### src/rtl/bldc_drive_sequencer.sv
// BLDC drive sequencer: rate-limited signed duty command with a zero-crossing
// dead period on reversal, plus hall-code and stall supervision.
//
// state | meaning
// ------+------------------------------------------------------------
// IDLE  | drive off, pwm_cmd 0, counters cleared
// RUN   | pwm_cmd ramps toward the goal once per ramp tick
// DEAD  | pwm_cmd held at 0 before the direction flip
// FAULT | pwm_cmd 0, fault_code latched until enable drops
module bldc_drive_sequencer #(
    parameter int RAMP_DIV        = 1024,
    parameter int RAMP_STEP       = 8,
    parameter int DEAD_CYCLES     = 256,
    parameter int STALL_CYCLES    = 1048576,
    parameter int HALL_BAD_CYCLES = 4
) (
    input  logic               CLK,
    input  logic               RESET_N,
    input  logic               enable,
    input  logic signed [10:0] target_pwm,
    input  logic               hall1,
    input  logic               hall2,
    input  logic               hall3,
    output logic signed [10:0] pwm_cmd,
    output logic               dir,
    output logic [1:0]         state,
    output logic               fault,
    output logic [1:0]         fault_code,
    output logic [2:0]         hall_sync
);

    localparam int RW = (RAMP_DIV > 1) ? $clog2(RAMP_DIV) : 1;
    localparam int DW = (DEAD_CYCLES > 1) ? $clog2(DEAD_CYCLES) : 1;
    localparam int SW = $clog2(STALL_CYCLES + 1);
    localparam int HW = $clog2(HALL_BAD_CYCLES + 1);

    localparam logic signed [11:0] STEP_S  = 12'(RAMP_STEP);
    localparam logic signed [11:0] PWM_MAX = 12'sd1023;
    localparam logic signed [11:0] PWM_MIN = -12'sd1023;

    typedef enum logic [1:0] {
        ST_IDLE  = 2'd0,
        ST_RUN   = 2'd1,
        ST_DEAD  = 2'd2,
        ST_FAULT = 2'd3
    } state_t;

    state_t             st_q, st_d;
    logic [2:0]         hall_meta, hall_prev;
    logic [RW-1:0]      ramp_q, ramp_d;
    logic [DW-1:0]      dead_q, dead_d;
    logic [SW-1:0]      stall_q, stall_d;
    logic [HW-1:0]      hbad_q, hbad_d;
    logic signed [10:0] pwm_d, pwm_ramped;
    logic               dir_d;
    logic [1:0]         code_d;

    logic signed [11:0] tgt, goal, pwm_ext, diff, diff_abs, stepped;
    logic               t_nz, t_neg, mismatch, ramp_tick;
    logic               hall_bad, hall_same, hall_fault, stall_fault;

    // -1024 has no positive counterpart, so it is folded to -1023.
    assign tgt      = (target_pwm == 11'b100_0000_0000) ? PWM_MIN : {target_pwm[10], target_pwm};
    assign t_nz     = (tgt != '0);
    assign t_neg    = tgt[11];
    assign mismatch = t_nz && (t_neg != dir);
    assign goal     = mismatch ? 12'sd0 : tgt;
    assign pwm_ext  = {pwm_cmd[10], pwm_cmd};
    assign diff     = goal - pwm_ext;
    assign diff_abs = diff[11] ? -diff : diff;
    assign ramp_tick = (ramp_q == RW'(RAMP_DIV - 1));

    always_comb begin
        stepped = goal;
        if (diff_abs > STEP_S) begin
            stepped = diff[11] ? (pwm_ext - STEP_S) : (pwm_ext + STEP_S);
        end
        pwm_ramped = stepped[10:0];
        if (stepped > PWM_MAX) begin
            pwm_ramped = 11'sd1023;
        end else if (stepped < PWM_MIN) begin
            pwm_ramped = -11'sd1023;
        end
    end

    assign hall_bad    = (hall_sync == 3'b000) || (hall_sync == 3'b111);
    assign hall_same   = (hall_sync == hall_prev);
    assign hall_fault  = hall_bad && (hbad_q >= HW'(HALL_BAD_CYCLES - 1));
    assign stall_fault = (pwm_cmd != '0) && hall_same && (stall_q >= SW'(STALL_CYCLES - 1));

    always_comb begin
        st_d    = st_q;
        pwm_d   = pwm_cmd;
        dir_d   = dir;
        code_d  = fault_code;
        ramp_d  = ramp_q;
        dead_d  = dead_q;
        stall_d = stall_q;
        hbad_d  = hbad_q;
        case (st_q)
            ST_IDLE: begin
                pwm_d   = '0;
                code_d  = 2'b00;
                ramp_d  = '0;
                dead_d  = '0;
                stall_d = '0;
                hbad_d  = '0;
                if (enable) begin
                    st_d = ST_RUN;
                    if (t_nz) dir_d = t_neg;
                end
            end
            ST_RUN: begin
                hbad_d  = hall_bad ? hbad_q + 1'b1 : '0;
                stall_d = ((pwm_cmd != '0) && hall_same) ? stall_q + 1'b1 : '0;
                if (hall_fault) begin
                    st_d   = ST_FAULT;
                    code_d = 2'b01;
                    pwm_d  = '0;
                end else if (stall_fault) begin
                    st_d   = ST_FAULT;
                    code_d = 2'b10;
                    pwm_d  = '0;
                end else if (!enable) begin
                    st_d    = ST_IDLE;
                    pwm_d   = '0;
                    stall_d = '0;
                    hbad_d  = '0;
                end else if ((pwm_cmd == '0) && mismatch) begin
                    st_d   = ST_DEAD;
                    dead_d = DW'(DEAD_CYCLES - 1);
                end else begin
                    ramp_d = ramp_tick ? '0 : ramp_q + 1'b1;
                    if (ramp_tick) pwm_d = pwm_ramped;
                end
            end
            ST_DEAD: begin
                pwm_d   = '0;
                stall_d = '0;
                hbad_d  = hall_bad ? hbad_q + 1'b1 : '0;
                if (hall_fault) begin
                    st_d   = ST_FAULT;
                    code_d = 2'b01;
                end else if (!enable) begin
                    st_d   = ST_IDLE;
                    hbad_d = '0;
                    dead_d = '0;
                end else if (dead_q == '0) begin
                    st_d   = ST_RUN;
                    dir_d  = ~dir;
                    ramp_d = '0;
                end else begin
                    dead_d = dead_q - 1'b1;
                end
            end
            ST_FAULT: begin
                pwm_d = '0;
                if (!enable) begin
                    st_d    = ST_IDLE;
                    code_d  = 2'b00;
                    ramp_d  = '0;
                    dead_d  = '0;
                    stall_d = '0;
                    hbad_d  = '0;
                end
            end
            default: st_d = ST_IDLE;
        endcase
    end

    always_ff @(posedge CLK or negedge RESET_N) begin
        if (!RESET_N) begin
            st_q       <= ST_IDLE;
            pwm_cmd    <= '0;
            dir        <= 1'b0;
            fault_code <= 2'b00;
            hall_meta  <= '0;
            hall_sync  <= '0;
            hall_prev  <= '0;
            ramp_q     <= '0;
            dead_q     <= '0;
            stall_q    <= '0;
            hbad_q     <= '0;
        end else begin
            st_q       <= st_d;
            pwm_cmd    <= pwm_d;
            dir        <= dir_d;
            fault_code <= code_d;
            hall_meta  <= {hall1, hall2, hall3};
            hall_sync  <= hall_meta;
            hall_prev  <= hall_sync;
            ramp_q     <= ramp_d;
            dead_q     <= dead_d;
            stall_q    <= stall_d;
            hbad_q     <= hbad_d;
        end
    end

    assign state = st_q;
    assign fault = (st_q == ST_FAULT);

endmodule

### config.mk
export PLATFORM = sky130hd
export DESIGN_NAME = bldc_drive_sequencer
export DESIGN_NICKNAME = d
export VERILOG_FILES = /design/src/rtl/bldc_drive_sequencer.sv
export SDC_FILE = /design/constraint.sdc
export NUM_CORES = 1
export LEC_CHECK = 0
export ABC_AREA = 0
export BUFFER_PORTS_ARGS = -buffer_cell sky130_fd_sc_hd__clkbuf_2
export CORE_ASPECT_RATIO = 0.7
export CORE_UTILIZATION = 60
export DETAILED_ROUTE_END_ITERATION = 12
export HOLD_SLACK_MARGIN = 0.06
export PLACE_DENSITY = 0.81
export SKIP_LAST_GASP = 1
export SLEW_MARGIN = 20
export SYNTH_ARGS = -nofsm -noshare
export SYNTH_HDL_FRONTEND = slang
export SYNTH_SLANG_ARGS = --single-unit
### constraint.sdc
create_clock -name CLK -period 6.7 [get_ports CLK]
set_clock_uncertainty 0.2 [all_clocks]
set_input_delay 0.335 -clock CLK [delete_from_list [all_inputs] [get_ports CLK]]
set_output_delay 0.335 -clock CLK [all_outputs]
set_load 0.01 [all_outputs]
Word level (Yosys, flattened, before mapping)
Cells that the tools add are included.
{ "totals": {"regBits": 67, "in_bits": 17, "out_inout_bits": 20, "elab_cells": 137} }
{ "classes": {"add_sub_neg": 8, "n_lt_le_gt_ge": 5, "n_eq_ne": 26, "muxes": 65, "n_bitwise": 1, "reduce_logical": 21} }
{ "ops": {"columns": ["operator", "count"], "rows": [
  ["two-way mux 21 bit", 5],
  ["two-way mux 10 bit", 9],
  ["two-way mux 11 bit", 7],
  ["two-way mux 8 bit", 8],
  ["one-hot mux 21 bit (3 select lines)", 1],
  ["two-way mux 12 bit", 5],
  ["one-hot mux 10 bit (4 select lines)", 1],
  ["one-hot mux 8 bit (4 select lines)", 1],
  ["two-way mux 2 bit", 12],
  ["!= test 2 bit, second input constant", 12],
  ["one-hot mux 11 bit (2 select lines)", 1],
  ["adder 21 x 1 -> 21 bit, second input constant", 1],
  [">= comparator 21 x 20 -> 1 bit, second input constant", 1],
  ["two-way mux 3 bit", 6],
  ["one-hot mux 2 bit (4 select lines)", 2],
  ["!= test 5 bit, second input constant", 3],
  ["adder 11 x 5 -> 12 bit, second input constant", 1],
  ["greater-than comparator 12 x 11 -> 1 bit, second input constant", 1],
  ["greater-than comparator 12 x 5 -> 1 bit, second input constant", 1],
  ["< comparator 12 x 11 -> 1 bit, second input constant", 1],
  ["negator 12 bit", 1],
  ["one-hot mux 3 bit (4 select lines)", 1],
  ["nonzero test 12 bit", 1],
  ["subtractor 11 x 5 -> 12 bit, second input constant", 1],
  ["other kinds (33)", 43]
]} }

Logic depth before layout (Yosys ltp)
{ "logic_depth": {"depth_word": 19, "ltp_mapped": 23, "mapped_depth_nobuf": 23} }

Least setup slack after synthesis
Ideal clock, no wire load.
{ "synth_timing": {"path_kind": "register to register", "startpoint": "reg dir", "endpoint": "reg pwm_cmd[5]", "t_arrival_ns": 4.728, "setup_slack_ns": 1.646, "stages_incl_launch_ff": 21, "period_less_slack_ns": 5.054, "path_cell_list": "dfrtp_1 -> ha_1 -> clkbuf_1 -> nor2b_1 -> ha_1 -> o211a_1 -> a21bo_2 -> a21oi_1 -> a21oi_2 -> inv_1 -> fa_1 -> nor2b_1 -> o21ai_0 -> a21boi_0 -> o31a_1 -> a21oi_1 -> o31a_1 -> o21ai_0 -> a211oi_2 -> a21boi_0 -> a221o_1"} }
{ "synth_via": {"elab_chain_cells": 17, "elab_cells_between_ends": 22, "classes_between": "add/sub (2); order compare (3); eq/ne (2); mux (12); reduce/logical (3)"} }
{ "synth_rtl": {"columns": ["element", "line_no", "text"], "rows": [
  ["start: declaration", "25", "output logic dir,"],
  ["start signal: assignment", "187", "dir <= dir_d;"],
  ["!= test 1 bit (*)", "66", "assign mismatch = t_nz && (t_neg != dir);"],
  ["logical AND 1 bit (*)", "66", null],
  ["two-way mux 12 bit", "67", "assign goal = mismatch ? 12'sd0 : tgt;"],
  ["subtractor 12 x 11 -> 12 bit", "69", "assign diff = goal - pwm_ext;"],
  ["negator 12 bit", "70", "assign diff_abs = diff[11] ? -diff : diff;"],
  ["two-way mux 12 bit", "70", null],
  ["greater-than comparator 12 x 5 -> 1 bit", "75", "if (diff_abs > STEP_S) begin"],
  ["two-way mux 12 bit", "75", null],
  ["< comparator 12 x 11 -> 1 bit", "81", "end else if (stepped < PWM_MIN) begin"],
  ["two-way mux 11 bit", "81", null],
  ["two-way mux 11 bit", "79", "if (stepped > PWM_MAX) begin"],
  ["two-way mux 11 bit", "134", "if (ramp_tick) pwm_d = pwm_ramped;"],
  ["two-way mux 11 bit", "129", "end else if ((pwm_cmd == '0) && mismatch) begin"],
  ["two-way mux 11 bit", "124", "end else if (!enable) begin"],
  ["two-way mux 11 bit", "120", "end else if (stall_fault) begin"],
  ["two-way mux 11 bit", "116", "if (hall_fault) begin"],
  ["one-hot mux 11 bit (2 select lines)", "100", "case (st_q)"],
  ["end signal: assignment", "186", "pwm_cmd <= pwm_d;"],
  ["end: declaration", "24", "output logic signed [10:0] pwm_cmd,"]
]} }
Mark *: on every way between the ends. The rest lies on a longest branch, timed or not. The select of a mux whose other input is x is not followed.
A chain may end at the register's enable or synchronous reset.

Worst setup path after layout
Ends and elaborated chain as after synthesis.

==> metrics.md <==
| Metric | Value |
|---|---|
| Largest net degree at the start of global routing | `between 60 and 70` |
| Pins Over Slew Limit | `0` |
| Post-Place Setup Slack | `0.750 ns` |
| Max Fanout on Critical Path | `15` |
| Crit-path cells | `ha_1 -> nor2b_1 -> ha_1 -> o211a_1 -> a21bo_2 -> a21oi_1 -> a21oi_2 -> inv_1 -> fa_1 -> nor2b_1 -> o21ai_0 -> a21boi_0 -> o21ai_0 -> a21oi_1 -> o31a_1 -> o21ai_0 -> a211oi_2 -> a21boi_0 -> a221o_1` |
| Area of the die | `8760 µm²` |
| Final setup violation count | `0` |
| Maximum vdd drop | `between 0.2 and 0.25 mV` |
| Max stage delay cell, worst path | `a21oi_2` |
| Hpwl dp | `10000 µm` |
| Effective utilization at floorplan | `between 60% and 70%` |
| Async S/R FF share, synth | `100%` |
| Register Area | `1680 µm²` |
| TritonCTS clock tree | `built` |
| Startpoint kind of the worst setup timing path | `flop` |
| Antenna-violating nets left | `0` |
| Post-synthesis average cell area | `8.13 µm²` |
| Share of layout cells above drive strength 1 | `10.9%` |
| Final routed DRC violation total | `2` |
| Power Density | `~370 nW/µm²` |
| Cell count of the worst reg-to-reg path | `19` |
| Wire length reported by the detailed router | `13800 µm` |
| CTS resizes | `0` |
| Buffer depth of the longest clock path | `2` |
| Total of buffers placed on input and output ports | `36` |
| Worst setup slack after layout | `0.392 ns` |
| Starting DRC count in detailed routing | `501` |
| Vertical die dimension | `78.6 µm` |
| Synth warn | `0` |
| Post-synth EDFFs | `0` |
| Hold_ws | `around 0.14 ns` |
| Post-Synthesis Net Count | `668` |
| Post-synthesis instance total | `just over 600` |
| Total standard cell area after synthesis | `5030 µm²` |
| Top Ports | `37` |
| Filler Cell Count | `633` |
| Result of the run | `finished, violations left` |
| Post-route fraction of the period consumed by the critical path | `between 90% and 100%` |
| Final critical-path required period | `6.31 ns` |
| Worst R2R End | `pwm_cmd[5]` |
| Setup crit end | `pwm_cmd[5]` |
| Highest clock frequency the design can meet | `159 MHz` |
| Flop2flop setup slack | `around 0.39 ns` |
| Total vias in the final route | `4990` |
| Average wire length per cell after detail routing | `18.2 µm` |
| Top flip-flop cell by instance count after synthesis | `dfrtp_1` |
| Setup repair after global routing missed its margin | `no` |
| Depth of the worst hold-timing path | `0` |
| Transition time at the pin with the least slew margin | `between 1 and 1.5 ns` |
| CP most frequent cell | `o21ai_0` |
| Type of the setup path with the least slack | `reg2reg` |
| Pre-antenna DRT Iters | `11` |
| Number of flip-flops and latches in the synthesized netlist | `67` |
| Count of antenna diodes in the layout | `0` |
| CTS sink cnt | `67` |
| Launch point of the worst path | `dir` |
| Origin of the critical flop-to-flop path | `dir` |
| Number of max-capacitance violations reported | `0` |
| Core area | `8010 µm²` |
| Crit path DAT | `6.38 ns` |
| Leakage | `2.57 nW` |
| Number of distinct library cells after synthesis | `between 70 and 80` |
| Number of vias per cell | `6.57` |
| Number of post-CTS setup repair buffers | `0` |
| Aggregate negative setup slack | `0 ns` |
| Vias in the first global route | `between 4000 and 5000` |
| Violated checks | `design-rule violations` |
| Buffer cell driving the clock tree root | `clkbuf_16` |
| Clk Latency, worst-skew pair | `0.33 ns` |
| Final hold viol count | `0` |
| Crit-path max cell delay | `about 0.69 ns` |
| Data required time at the worst endpoint | `6.77 ns` |
| Proportion of synthesized chip area in sequential cells | `33.3%` |
| Congestion Overflow GR | `0` |
| CTS H-tree depth | `3` |
| Worst hold path type | `reg2reg` |
| Clock slew at the register clock pins of the worst setup and hold paths | `0.06 ns` |
| Multi-input logic area | `between 3000 and 4000 µm²` |
| Nets@finish | `703` |
| Total GRT Usage | `about a third` |
| Placer congestion estimate | `1.09` |
| Initial antenna violation count | `0` |
| Die X-Extent | `111 µm` |
| Syn-to-layout area delta | `11.8%` |
| Clock buffer count from CTS | `9` |
| Crit path capture type | `flop` |
| Headroom to the max-slew limit | `8.46%` |
| Standard-cell rows | `27` |
| First-pass GRT wire length | `roughly 22000 µm` |
cell usage after synthesis, types with 7 or more instances:
cell,n,area share (%)
nor2b_1,13,1.6
dfrtp_1,67,33
clkbuf_1,16,1.2
a21oi_1,31,3.1
o31ai_1,8,1.2
nor2_1,43,3.2
a21o_1,10,1.5
nand2_1,72,5.4
ha_1,30,7.5
nand3_1,25,2.5
inv_1,35,2.6
xor2_1,9,1.6
nor3_1,14,1.4
and3_1,19,2.4
o21ai_0,84,8.4
o21a_1,7,1.0
and2_1,11,1.4
a31oi_1,7,0.87
or3_1,8,1.0
how the worst min path moves through the flow:
stage	startpoint	to	slack [ns]
2_1_floorplan	RESET_N	dead_q[0]	-0.16
3_3_place_gp	hall_meta[2]	hall_sync[2]	0.13
3_5_place_dp	hall_meta[0]	hall_sync[0]	0.13
4_1_cts	hall_meta[0]	hall_sync[0]	0.15
5_1_grt	hall_meta[1]	hall_sync[1]	0.16
6_report	hall_meta[1]	hall_sync[1]	0.14
power breakdown:
group	internal, W	switching, W
clock	0.000319	0.000167
sequential	0.000445	0.0000328
combinational	0.000379	0.000738
total	0.00114	0.000938
layout by cell type (no fill, tap or decap), types with 5 or more instances in the layout:
| cell | instances |
|---|---|
| a211oi_1 | 6 |
| a21o_1 | 10 |
| a21oi_1 | 31 |
| a22o_1 | 6 |
| a31oi_1 | 7 |
| and2_1 | 11 |
| and3_1 | 19 |
| clkbuf_16 | 9 |
| clkbuf_2 | 35 |
| dfrtp_1 | 67 |
| ha_1 | 30 |
| inv_1 | 35 |
| nand2_1 | 72 |
| nand2b_1 | 5 |
| nand3_1 | 25 |
| nand4_1 | 6 |
| nor2_1 | 43 |
| nor2b_1 | 13 |
| nor3_1 | 14 |
| nor4_1 | 5 |
| o211ai_1 | 5 |
| o21a_1 | 7 |
| o21ai_0 | 84 |
| o31ai_1 | 8 |
| or3_1 | 8 |
| xnor2_1 | 6 |
| xor2_1 | 9 |
layer usage:
metal	wire (µm)	track usage, %
met4	232	9.19
met3	1480	12.1
met5	0	0
met2	5900	49.8
met1	6190	44.5
worst max-delay path: cells and delay by family (launching register included):
family	cells	cell delay [ns]
DFF	1	0.41
AOI/OAI and AO/OA	13	3.60
and+or+nand+nor	2	0.47
buffers and inverters	1	0.26
adders and majority gates	3	1.29
area by class of cell:
cell class                      count  area share (%)
Multi-Input combinational cell    500            56.1
Clock inverter                      1           0.534
Clock buffer                       15            4.94
Sequential cell                    67            29.8
Timing Repair Buffer               41            4.05
Inverter                           35            2.34
Tap cell                          101            2.25
cell families after synthesis:
group                    after synthesis  share of synthesized area (%)
flip-flops                            67                           33.3
adder cells (fa/ha/maj)               32                           8.26
AND/OR/NAND/NOR                      239                           24.0
multiplexers                           3                          0.696
XOR/XNOR                              15                           2.61
buffers and inverters                 52                           3.96
AO/OA/AOI/OAI                        211                           27.1
per-stage QoR:
stage | utilization [%] | power, W | cells | area (µm²)
after floorplan | - | 0.00128 | 619 | 5030
after global placement | 65.9 | 0.00150 | 740 | 5280
after detailed placement | 65.9 | 0.00154 | 740 | 5280
after CTS | 70.2 | 0.00204 | 760 | 5620
after global routing | 70.2 | 0.00221 | 760 | 5620
final | 70.2 | 0.00208 | 760 | 5620
state kept, by name, indices dropped and copies added, names as in the netlist:
register    flops
hbad_q          3
dir             1
stall_q        21
state           2
hall_sync       3
pwm_cmd        11
hall_meta       3
hall_prev       3
dead_q          8
ramp_q         10
fault_code      2
timing repair:
| item | 4_1_cts | 5_1_grt |
|---|---|---|
| setup endpoints to repair | 0 | 0 |
| hold buffers | 4 | 0 |
| hold endpoints to repair | 70 | 0 |
Note: power is estimated with default switching activity, not from simulation.
